**config.mk**
```make
export PLATFORM = sky130hd
export DESIGN_NAME = shift_cmd_queue
export DESIGN_NICKNAME = d
export VERILOG_FILES = /design/src/rtl/shift_pkg.sv /design/src/rtl/shift_cmd_fifo.sv /design/src/rtl/shift_cmd_queue.sv
export SDC_FILE = /design/constraint.sdc
export NUM_CORES = 1
export LEC_CHECK = 0
export ABC_AREA = 1
export CORE_ASPECT_RATIO = 0.9
export CORE_UTILIZATION = 58
export CTS_CLUSTER_DIAMETER = 120
export DETAILED_ROUTE_END_ITERATION = 12
export GPL_TIMING_DRIVEN = 0
export HOLD_SLACK_MARGIN = 0.12
export PLACE_DENSITY = 0.86
export SYNTH_ARGS = -nofsm -noshare
export SYNTH_HDL_FRONTEND = slang
export SYNTH_SLANG_ARGS = --single-unit
export TNS_END_PERCENT = 5
```
**constraint.sdc**
```tcl
create_clock -name clk -period 19.05 [get_ports clk]
set_input_delay 2.8575 -clock clk [delete_from_list [all_inputs] [get_ports clk]]
set_output_delay 2.8575 -clock clk [all_outputs]
set_load 0.01 [all_outputs]
```
**src/rtl/shift_pkg.sv**
```systemverilog
// Shared types for the shift command queue.
//   shift_op_e    : command opcode (SLL/SRL/SRA/reserved)
//   shift_entry_t : one decoded FIFO entry {data, sa, right, arith, err}
//   decode_op     : opcode -> barrel shifter controls plus error flag
package shift_pkg;

   localparam int unsigned DATA_W = 32;
   localparam int unsigned SA_W   = 5;
   localparam int unsigned OP_W   = 2;

   typedef enum logic [OP_W-1:0] {
      SLL  = 2'b00,
      SRL  = 2'b01,
      SRA  = 2'b10,
      RSVD = 2'b11
   } shift_op_e;

   typedef struct packed {
      logic [DATA_W-1:0] data;
      logic [SA_W-1:0]   sa;
      logic              right;
      logic              arith;
      logic              err;
   } shift_entry_t;

   typedef struct packed {
      logic right;
      logic arith;
      logic err;
   } shift_ctl_t;

   // Reserved opcode decodes as a left shift flagged with err; its result is forced to zero later.
   function automatic shift_ctl_t decode_op(input shift_op_e op);
      shift_ctl_t ctl;
      ctl = '0;
      case (op)
         SLL:     ctl = '{right: 1'b0, arith: 1'b0, err: 1'b0};
         SRL:     ctl = '{right: 1'b1, arith: 1'b0, err: 1'b0};
         SRA:     ctl = '{right: 1'b1, arith: 1'b1, err: 1'b0};
         default: ctl = '{right: 1'b0, arith: 1'b0, err: 1'b1};
      endcase
      return ctl;
   endfunction

endpackage

```
**src/rtl/shift_cmd_fifo.sv**
```systemverilog
// DEPTH-entry FIFO of decoded shift commands.
//   clk, rst : clock, asynchronous active-high reset
//   push     : write wdata at tail (ignored when full)
//   wdata    : entry to write
//   pop      : drop head entry (ignored when empty)
//   head     : storage contents at the read pointer
//   count    : occupancy 0..DEPTH
//   full     : count == DEPTH
//   empty    : count == 0
module shift_cmd_fifo
   import shift_pkg::*;
#(
   parameter int unsigned DEPTH = 4
) (
   input  logic                     clk,
   input  logic                     rst,
   input  logic                     push,
   input  shift_entry_t             wdata,
   input  logic                     pop,
   output shift_entry_t             head,
   output logic [$clog2(DEPTH):0]   count,
   output logic                     full,
   output logic                     empty
);

   localparam int unsigned PTR_W = $clog2(DEPTH);
   localparam int unsigned CNT_W = $clog2(DEPTH) + 1;

   shift_entry_t      mem [DEPTH];
   logic [PTR_W-1:0]  wr_ptr;
   logic [PTR_W-1:0]  rd_ptr;
   logic              push_ok;
   logic              pop_ok;

   assign full    = (count == CNT_W'(DEPTH));
   assign empty   = (count == '0);
   assign push_ok = push && !full;
   assign pop_ok  = pop && !empty;

   // Head is a plain read of storage; when empty it shows whatever that slot last held.
   assign head = mem[rd_ptr];

   // Storage entries, each written only when the tail points at it.
   for (genvar g = 0; g < int'(DEPTH); g++) begin : g_mem
      always_ff @(posedge clk or posedge rst) begin
         if (rst) begin
            mem[g] <= '0;
         end else if (push_ok && (wr_ptr == PTR_W'(g))) begin
            mem[g] <= wdata;
         end
      end
   end

   // Pointers wrap naturally since DEPTH is a power of two.
   always_ff @(posedge clk or posedge rst) begin
      if (rst) begin
         wr_ptr <= '0;
         rd_ptr <= '0;
         count  <= '0;
      end else begin
         if (push_ok) wr_ptr <= wr_ptr + PTR_W'(1);
         if (pop_ok)  rd_ptr <= rd_ptr + PTR_W'(1);
         case ({push_ok, pop_ok})
            2'b10:   count <= count + CNT_W'(1);
            2'b01:   count <= count - CNT_W'(1);
            default: count <= count;
         endcase
      end
   end

endmodule

```
**src/rtl/shift_cmd_queue.sv**
```systemverilog
// Issue stage in front of an external 32-bit barrel shifter.
//   clk, rst              : clock, asynchronous active-high reset
//   in_valid/in_ready     : command handshake; in_ready = (count < DEPTH)
//   in_data/in_sa/in_op   : operand, shift amount, opcode (00 SLL, 01 SRL, 10 SRA, 11 reserved)
//   sh_d/sh_sa/sh_right/sh_airthmetic : head entry controls to the shifter
//   sh_out                : combinational shifter result
//   res_valid/res_ready   : result slot handshake
//   res_data/res_err      : captured result (zero on reserved op) and error flag
//   count                 : FIFO occupancy
module shift_cmd_queue
   import shift_pkg::*;
#(
   parameter int unsigned DEPTH = 4
) (
   input  logic                    clk,
   input  logic                    rst,
   input  logic                    in_valid,
   output logic                    in_ready,
   input  logic [DATA_W-1:0]       in_data,
   input  logic [SA_W-1:0]         in_sa,
   input  logic [OP_W-1:0]         in_op,
   output logic [DATA_W-1:0]       sh_d,
   output logic [SA_W-1:0]         sh_sa,
   output logic                    sh_right,
   output logic                    sh_airthmetic,
   input  logic [DATA_W-1:0]       sh_out,
   output logic                    res_valid,
   input  logic                    res_ready,
   output logic [DATA_W-1:0]       res_data,
   output logic                    res_err,
   output logic [$clog2(DEPTH):0]  count
);

   shift_ctl_t    ctl;
   shift_entry_t  push_entry;
   shift_entry_t  head;
   logic          fifo_full;
   logic          fifo_empty;
   logic          push;
   logic          load;

   // Decode at push so the head drives the shifter straight from storage.
   assign ctl        = decode_op(shift_op_e'(in_op));
   assign push_entry = '{data:  in_data,
                         sa:    in_sa,
                         right: ctl.right,
                         arith: ctl.arith,
                         err:   ctl.err};

   // No bypass: a full queue refuses even if the head pops this cycle.
   assign in_ready = !fifo_full;
   assign push     = in_valid && in_ready;
   assign load     = !fifo_empty && (!res_valid || res_ready);

   shift_cmd_fifo #(.DEPTH(DEPTH)) u_fifo (
      .clk   (clk),
      .rst   (rst),
      .push  (push),
      .wdata (push_entry),
      .pop   (load),
      .head  (head),
      .count (count),
      .full  (fifo_full),
      .empty (fifo_empty)
   );

   assign sh_d          = head.data;
   assign sh_sa         = head.sa;
   assign sh_right      = head.right;
   assign sh_airthmetic = head.arith;

   // Result slot: capture shifter output when the head moves in, else drain on ready.
   always_ff @(posedge clk or posedge rst) begin
      if (rst) begin
         res_valid <= 1'b0;
         res_data  <= '0;
         res_err   <= 1'b0;
      end else if (load) begin
         res_valid <= 1'b1;
         res_data  <= head.err ? '0 : sh_out;
         res_err   <= head.err;
      end else if (res_valid && res_ready) begin
         res_valid <= 1'b0;
      end
   end

endmodule

```
==> flow_summary.yaml, run 1 <==
synth:
  ys_ff_latch: 201
  syn-cell-area_um2: 9190
  synth-simple-area-share_pct: 17.0
  synth-xor-area-share_pct: 0.477
  synth_cell_types: 26
  muxShareOfSynthArea_pct: 0
  synth_compound_area_share_pct: 15.7
  yosys-top-cells-area: "dfrtp_1, nand2_1, o21ai_0"
  synth_adder_area_share_pct: 1.17
  avgSynthCellArea_um2: 8.51
  synth_top_family_by_area: "simple AND/OR/NAND/NOR gates"
  syn_nets: 1163
  synth_top_area_cell: "dfrtp_1"
  synth_top_area_share_pct: 54.7
  yosysWarnings: 0
  synth_seq_area_share_pct: 54.7
  synth_cells: 1080
sta:
  setup_viol: 0
  tightest_slew_ps: 725
  relSlewSlack_pct: 51.7
  fmax_mhz: 179
  fin_skew_ps: 19.0
  finalMaxSlewViolations: 0
  period_minus_slack_ps: 5580
  fin_tns_setup_ps: 0
  period_share_pct: 29.3
  finalHoldViolCount: 0
  rsz0062_at_grt: "false"
layout:
  n_antenna_cell: 0
  area_growth_pct: 26.9
  drive_gt1_share_pct: 10.5
  seqCellArea_um2: 5030
  final_cell_mix: "nand2_1, dfrtp_1, o21ai_0"
  multiInputGateArea_um2: 3160
  n_fill_cell: 1068
  final_common_cell: "nand2_1"
  fin_nets: 1337
power:
  p_leak_nw: 5.69
  ir_worst_vdd_v: 0.000112
  net-switching-power_mw: 0.875
  clock_power_share_pct: 18.2
  p_per_area_nw_per_um2: 194
  internal-power_mw: 1.38
  combPwrFrac_pct: 49.5
  netSwitchingFraction_pct: 38.7
  fin_total_pwr_mw: 2.26
  p_seq_share_pct: 32.4
status:
  outcome: "complete, no violations"
detailed_routing:
  vias_per_cell: 5.66
  avgRoutedWirePerCell_um: 17.4
  first_iter_violations: 750
  dr.pass1.iters: 5
  detail-route-antenna-nets: 0
  vias: 8309
  drt-total-wl_um: 25600
  drc_errors: 0
job:
  cap_violations: 0
clocking:
  worstSkewPairLatency_ps: 500
  cts_buffer_depth: 3
  post_cts_resized: 0
  clock_sinks: 201
  clkTransAtPathRegs_ps: 60
  cts_hold_buffers: 0
  root_buffer: "clkbuf_16"
  cts_max_level: 1
  cts_buffers: 21
  post_cts_buffers: 0
  cts_tree: "built"
die:
  dieHeight_um: 121
  io_pins: 152
  rows: 43
  die_area_um2: 16400
  initial_core_util_pct: 59.5
  die_w_um: 135
  fp.coreArea_um2: 15400
grt:
  grt-ovfl-total: 0
  grt_pass1_wl_um: 40500
  antenna_found_initial: 0
  grt_start_max_net_pins: 104
  track_usage_pct: 32.1
  grt_pass1_vias: 7992
setup_path:
  cpMostUsedCell: "buf_4"
  crit_fanout: 10
  critical_path.endpoint_type: "output port"
  critPathSlowestCell: "clkbuf_1"
  critPathTopFamily: "buffers and inverters"
  arrival_ps: 2720
  crit_required_ps: 16190
  crit_buf_inv: 5
  cp_cell_sequence: "buf_4 -> inv_4 -> clkbuf_1 -> nor2_1 -> o22ai_1 -> buf_4 -> clkdlybuf4s50_1"
  critPathKind: "reg2out"
  max_stage_delay_ps: 560
  start_kind: "flop"
worst_hold_path:
  min_path_type: "reg2reg"
placed_design:
  dp_hpwl_um: 16400
  finalWeightedCongestion: 0.834
  io_buffers: 150
## final cells by class
type,instances,share of cell area (%)
multi-input combinational,690,27.1
sequential,201,43.1
clock buffer,27,5.04
tap,202,2.17
timing repair buffer,151,13.1
clock inverter,7,0.805
inverter,83,2.76
buffer,106,5.85
## stage by stage
| step | utilization (%) | cell area [um2] | hold slack [ps] | worst slack, ps | std cells |
|---|---|---|---|---|---|
| floorplan | - | 9190 | 448 | 10710 | 1080 |
| global placement | 70.9 | 10900 | 461 | 8310 | 1432 |
| detailed placement | 71.1 | 11000 | 465 | 14060 | 1433 |
| CTS | 75.5 | 11700 | 481 | 13530 | 1467 |
| global route | 75.5 | 11700 | 500 | 13400 | 1467 |
| finish | 75.5 | 11700 | 480 | 13470 | 1467 |
## routing by layer
layer  vias to the layer above  share of wire (%)  track usage [%]
li1                       3774                  -                -
met1                      3998                 39             44.1
met2                       445                 48             50.5
met3                        92                9.3             5.01
met4                         0                3.6             14.7
met5                         -                  0                0
## tightest hold or removal path: cells and delay by family (launching register included)
family,cells,cell delay (ps)
simple gates,1,50
compound gates,1,60
flops,1,340
## sequential cells by signal (all words and copies together) (netlist names)
| register | flops |
|---|---|
| res_data | 32 |
| u_fifo.rd_ptr | 2 |
| res_valid | 1 |
| res_err | 1 |
| u_fifo.count | 3 |
| u_fifo.wr_ptr | 2 |
| u_fifo.mem | 160 |
## Yosys cell counts
cell type / n
clkbuf_2: 1
inv_4: 1
nand3_4: 2
inv_2: 2
o21ai_1: 42
xnor2_1: 2
buf_1: 1
nand2_1: 275
nor2_1: 111
inv_1: 80
buf_6: 10
o22ai_1: 39
dfrtp_1: 201
buf_2: 34
o21ai_0: 197
nand2_2: 1
buf_4: 44
ha_1: 7
xor2_1: 3
nor2_4: 1
a21oi_1: 1
fa_1: 1
clkbuf_1: 16
nand2_8: 1
nand3_1: 5
nand3_2: 2
## power by group through the flow
| stage | clock [mW] | combinational [mW] | sequential (mW) |
|---|---|---|---|
| 2_1_floorplan | 0 | 0.650 | 0.724 |
| 3_3_place_gp | 0 | 1.06 | 0.722 |
| 3_5_place_dp | 0 | 1.09 | 0.729 |
| 4_1_cts | 0.411 | 1.11 | 0.727 |
| 5_1_grt | 0.431 | 1.21 | 0.751 |
| 6_report | 0.410 | 1.12 | 0.731 |
## path summary, 6_finish.rpt
check / cells after the start / endpoint / slack [ps] / start
min in group asynchronous: 2 / res_data[9] / 2880 / rst
max in group asynchronous: 3 / u_fifo.mem[79] / 15270 / rst
min: 2 / u_fifo.mem[86] / 480 / u_fifo.mem[86]
max: 7 / sh_d[20] / 13470 / u_fifo.rd_ptr[0]
min reg2reg: 2 / u_fifo.mem[86] / 480 / u_fifo.mem[86]
max reg2reg: 8 / u_fifo.count[2] / 17090 / u_fifo.count[0]
## logic make-up after synthesis
group	count (synthesis)
flip-flops	201
AND/OR/NAND/NOR	398
AO/OA/AOI/OAI	279
buffers and inverters	189
adder cells (fa/ha/maj)	8
XOR/XNOR	5
(Power assumes the default switching activity.)
==> run 2, diff against run 1 <==
--- a/config.mk
+++ b/config.mk
@@ -7,12 +7,12 @@
 export LEC_CHECK = 0
 export ABC_AREA = 1
 export CORE_ASPECT_RATIO = 0.9
-export CORE_UTILIZATION = 58
+export CORE_UTILIZATION = 48
 export CTS_CLUSTER_DIAMETER = 120
 export DETAILED_ROUTE_END_ITERATION = 12
 export GPL_TIMING_DRIVEN = 0
 export HOLD_SLACK_MARGIN = 0.12
-export PLACE_DENSITY = 0.86
+export PLACE_DENSITY = 0.76
 export SYNTH_ARGS = -nofsm -noshare
 export SYNTH_HDL_FRONTEND = slang
 export SYNTH_SLANG_ARGS = --single-unit
==> constraint.sdc (replaced) <==
create_clock -name clk -period 4.8 [get_ports clk]
set_input_delay 0.72 -clock clk [delete_from_list [all_inputs] [get_ports clk]]
set_output_delay 0.72 -clock clk [all_outputs]
set_load 0.01 [all_outputs]
==> run 2 against run 1 <==
Effect of this change: die area grew 20%; critical path depth is the same; utilization shrank 12 points; flip-flop and latch count is the same; first-iteration DRC count shrank 27%; final cell count grew 3.3%; clock power grew to 3.7 times the previous value.
==> flow_summary.yaml, run 2 (synthesized netlist as in run 1, its figures left out) <==
grt:
  grt_start_max_net_pins: 44
  antenna_found_initial: 0
  grt_pass1_vias: 7753
  grt_pass1_wl_um: 40700
  grt-ovfl-total: 0
  track_usage_pct: 26.4
placed_design:
  io_buffers: 150
  placed_area_um2: 11100
  finalWeightedCongestion: 0.804
  dp_cells: 1480
  place_ws_ps: 1880
  dp_hpwl_um: 16800
job:
  cap_violations: 0
setup_path:
  crit_fanout: 10
  crit_required_ps: 4080
  cp_cell_sequence: "buf_4 -> inv_4 -> clkbuf_1 -> nor2_1 -> o22ai_1 -> buf_4 -> clkdlybuf4s50_1"
  arrival_ps: 2780
  ff2ff_setup_slack_ps: 2910
  critPathSlowestCell: "clkbuf_1"
  max_stage_delay_ps: 540
  critical_path.endpoint_type: "output port"
  cpMostUsedCell: "buf_4"
  start_kind: "flop"
  critPathKind: "reg2out"
detailed_routing:
  detail-route-antenna-nets: 0
  first_iter_violations: 547
  dr.pass1.iters: 5
  drc_errors: 0
  vias_per_cell: 5.23
  vias: 7920
  avgRoutedWirePerCell_um: 16.6
  drt-total-wl_um: 25200
clocking:
  worstSkewPairLatency_ps: 500
  root_buffer: "clkbuf_16"
  cts_tree: "built"
  cts_buffer_depth: 3
  post_cts_resized: 0
  cts_hold_buffers: 0
  cts_buffers: 21
  clock_sinks: 201
  clkTransAtPathRegs_ps: 60
  post_cts_buffers: 0
  cts_max_level: 1
sta:
  relSlewSlack_pct: 52.0
  worst_slack_ps: 1300
  fmax_mhz: 286
  setup_viol: 0
  fin_skew_ps: 7.70
  rsz0062_at_grt: "false"
  period_share_pct: 72.8
  period_minus_slack_ps: 3500
  tightest_slew_ps: 720
  finalMaxSlewViolations: 0
  finalHoldViolCount: 0
layout:
  final_cell_mix: "nand2_1, dfrtp_1, o21ai_0"
  drive_gt1_share_pct: 10.9
  fin_nets: 1341
  top_register: "u_fifo.mem"
  n_fill_cell: 1638
  multiInputGateArea_um2: 3160
  largest_reg_flops: 160
  n_antenna_cell: 0
  postLayoutCellArea_um2: 11700
  finalNonFillerCells: 1515
  area_growth_pct: 27.7
  final_common_cell: "nand2_1"
  seqCellArea_um2: 5030
  utilization_pct: 63.2
  top_regs: "u_fifo.mem: 160 flops, res_data: 32 flops, u_fifo.count: 3 flops"
die:
  dieHeight_um: 133
  die_area_um2: 19700
  fp.coreArea_um2: 18600
  initial_core_util_pct: 49.4
  io_pins: 152
  die_w_um: 148
  rows: 47
power:
  ir_worst_vdd_v: 0.000421
  p_leak_nw: 5.70
  p_per_area_nw_per_um2: 751
worst_hold_path:
  min_path_type: "in2async"
status:
  outcome: "complete, no violations"
-- run 2: cell types whose count changed in the layout (fill, tap and decap cells not counted), sizes merged --
cell and change:
bufinv -2, clkinv +4, buf +4, inv -2
clkbuf +1
-- run 2: cell type report --
cell class | instances | share of cell area, %
Sequential cell | 201 | 42.9
Buffer | 106 | 5.81
Clock buffer | 28 | 5.13
Clock inverter | 7 | 0.298
Tap cell | 245 | 2.61
Inverter | 83 | 2.71
Timing Repair Buffer | 155 | 13.6
Multi-Input combinational cell | 690 | 26.9
-- run 2: final timing paths --
path	from	end	depth (start not counted)
hold / removal	rst	res_data[9]	2
min in group clk	u_fifo.mem[74]	u_fifo.mem[74]	2
hold reg to reg	u_fifo.mem[74]	u_fifo.mem[74]	2
max in group asynchronous	rst	u_fifo.mem[135]	5
setup reg to reg	u_fifo.count[1]	u_fifo.count[2]	7
setup / recovery	u_fifo.rd_ptr[0]	sh_d[31]	7
-- run 2: power breakdown --
group	total [mW]	switching (mW)	internal, mW
Clock	1.53	0.659	0.875
Combinational	4.39	2.33	2.06
Sequential	2.89	0.420	2.47
Total	8.81	3.40	5.41
-- run 2: critical path: cells and delay by family (launching register included) --
kind,cells,cell delay (ps)
buffers and inverters,5,1490
flip-flops,1,360
AO/OA/AOI/OAI,1,330
AND/OR/NAND/NOR,1,100
-- run 2: layer usage --
layer	up-vias	wire length (um)	track usage, %
li1	3780	-	-
met5	-	0	0
met4	0	741	8.19
met1	3795	10800	36.7
met2	285	11900	42.5
met3	60	1800	4.32
-- run 2: stage by stage --
step	TNS (ps)	power, mW	hold slack (ps)
floorplan	0	5.45	448
global placement	-15890	7.13	461
detailed placement	0	7.26	468
CTS	0	8.82	452
global route	0	9.41	470
finish	0	8.81	458
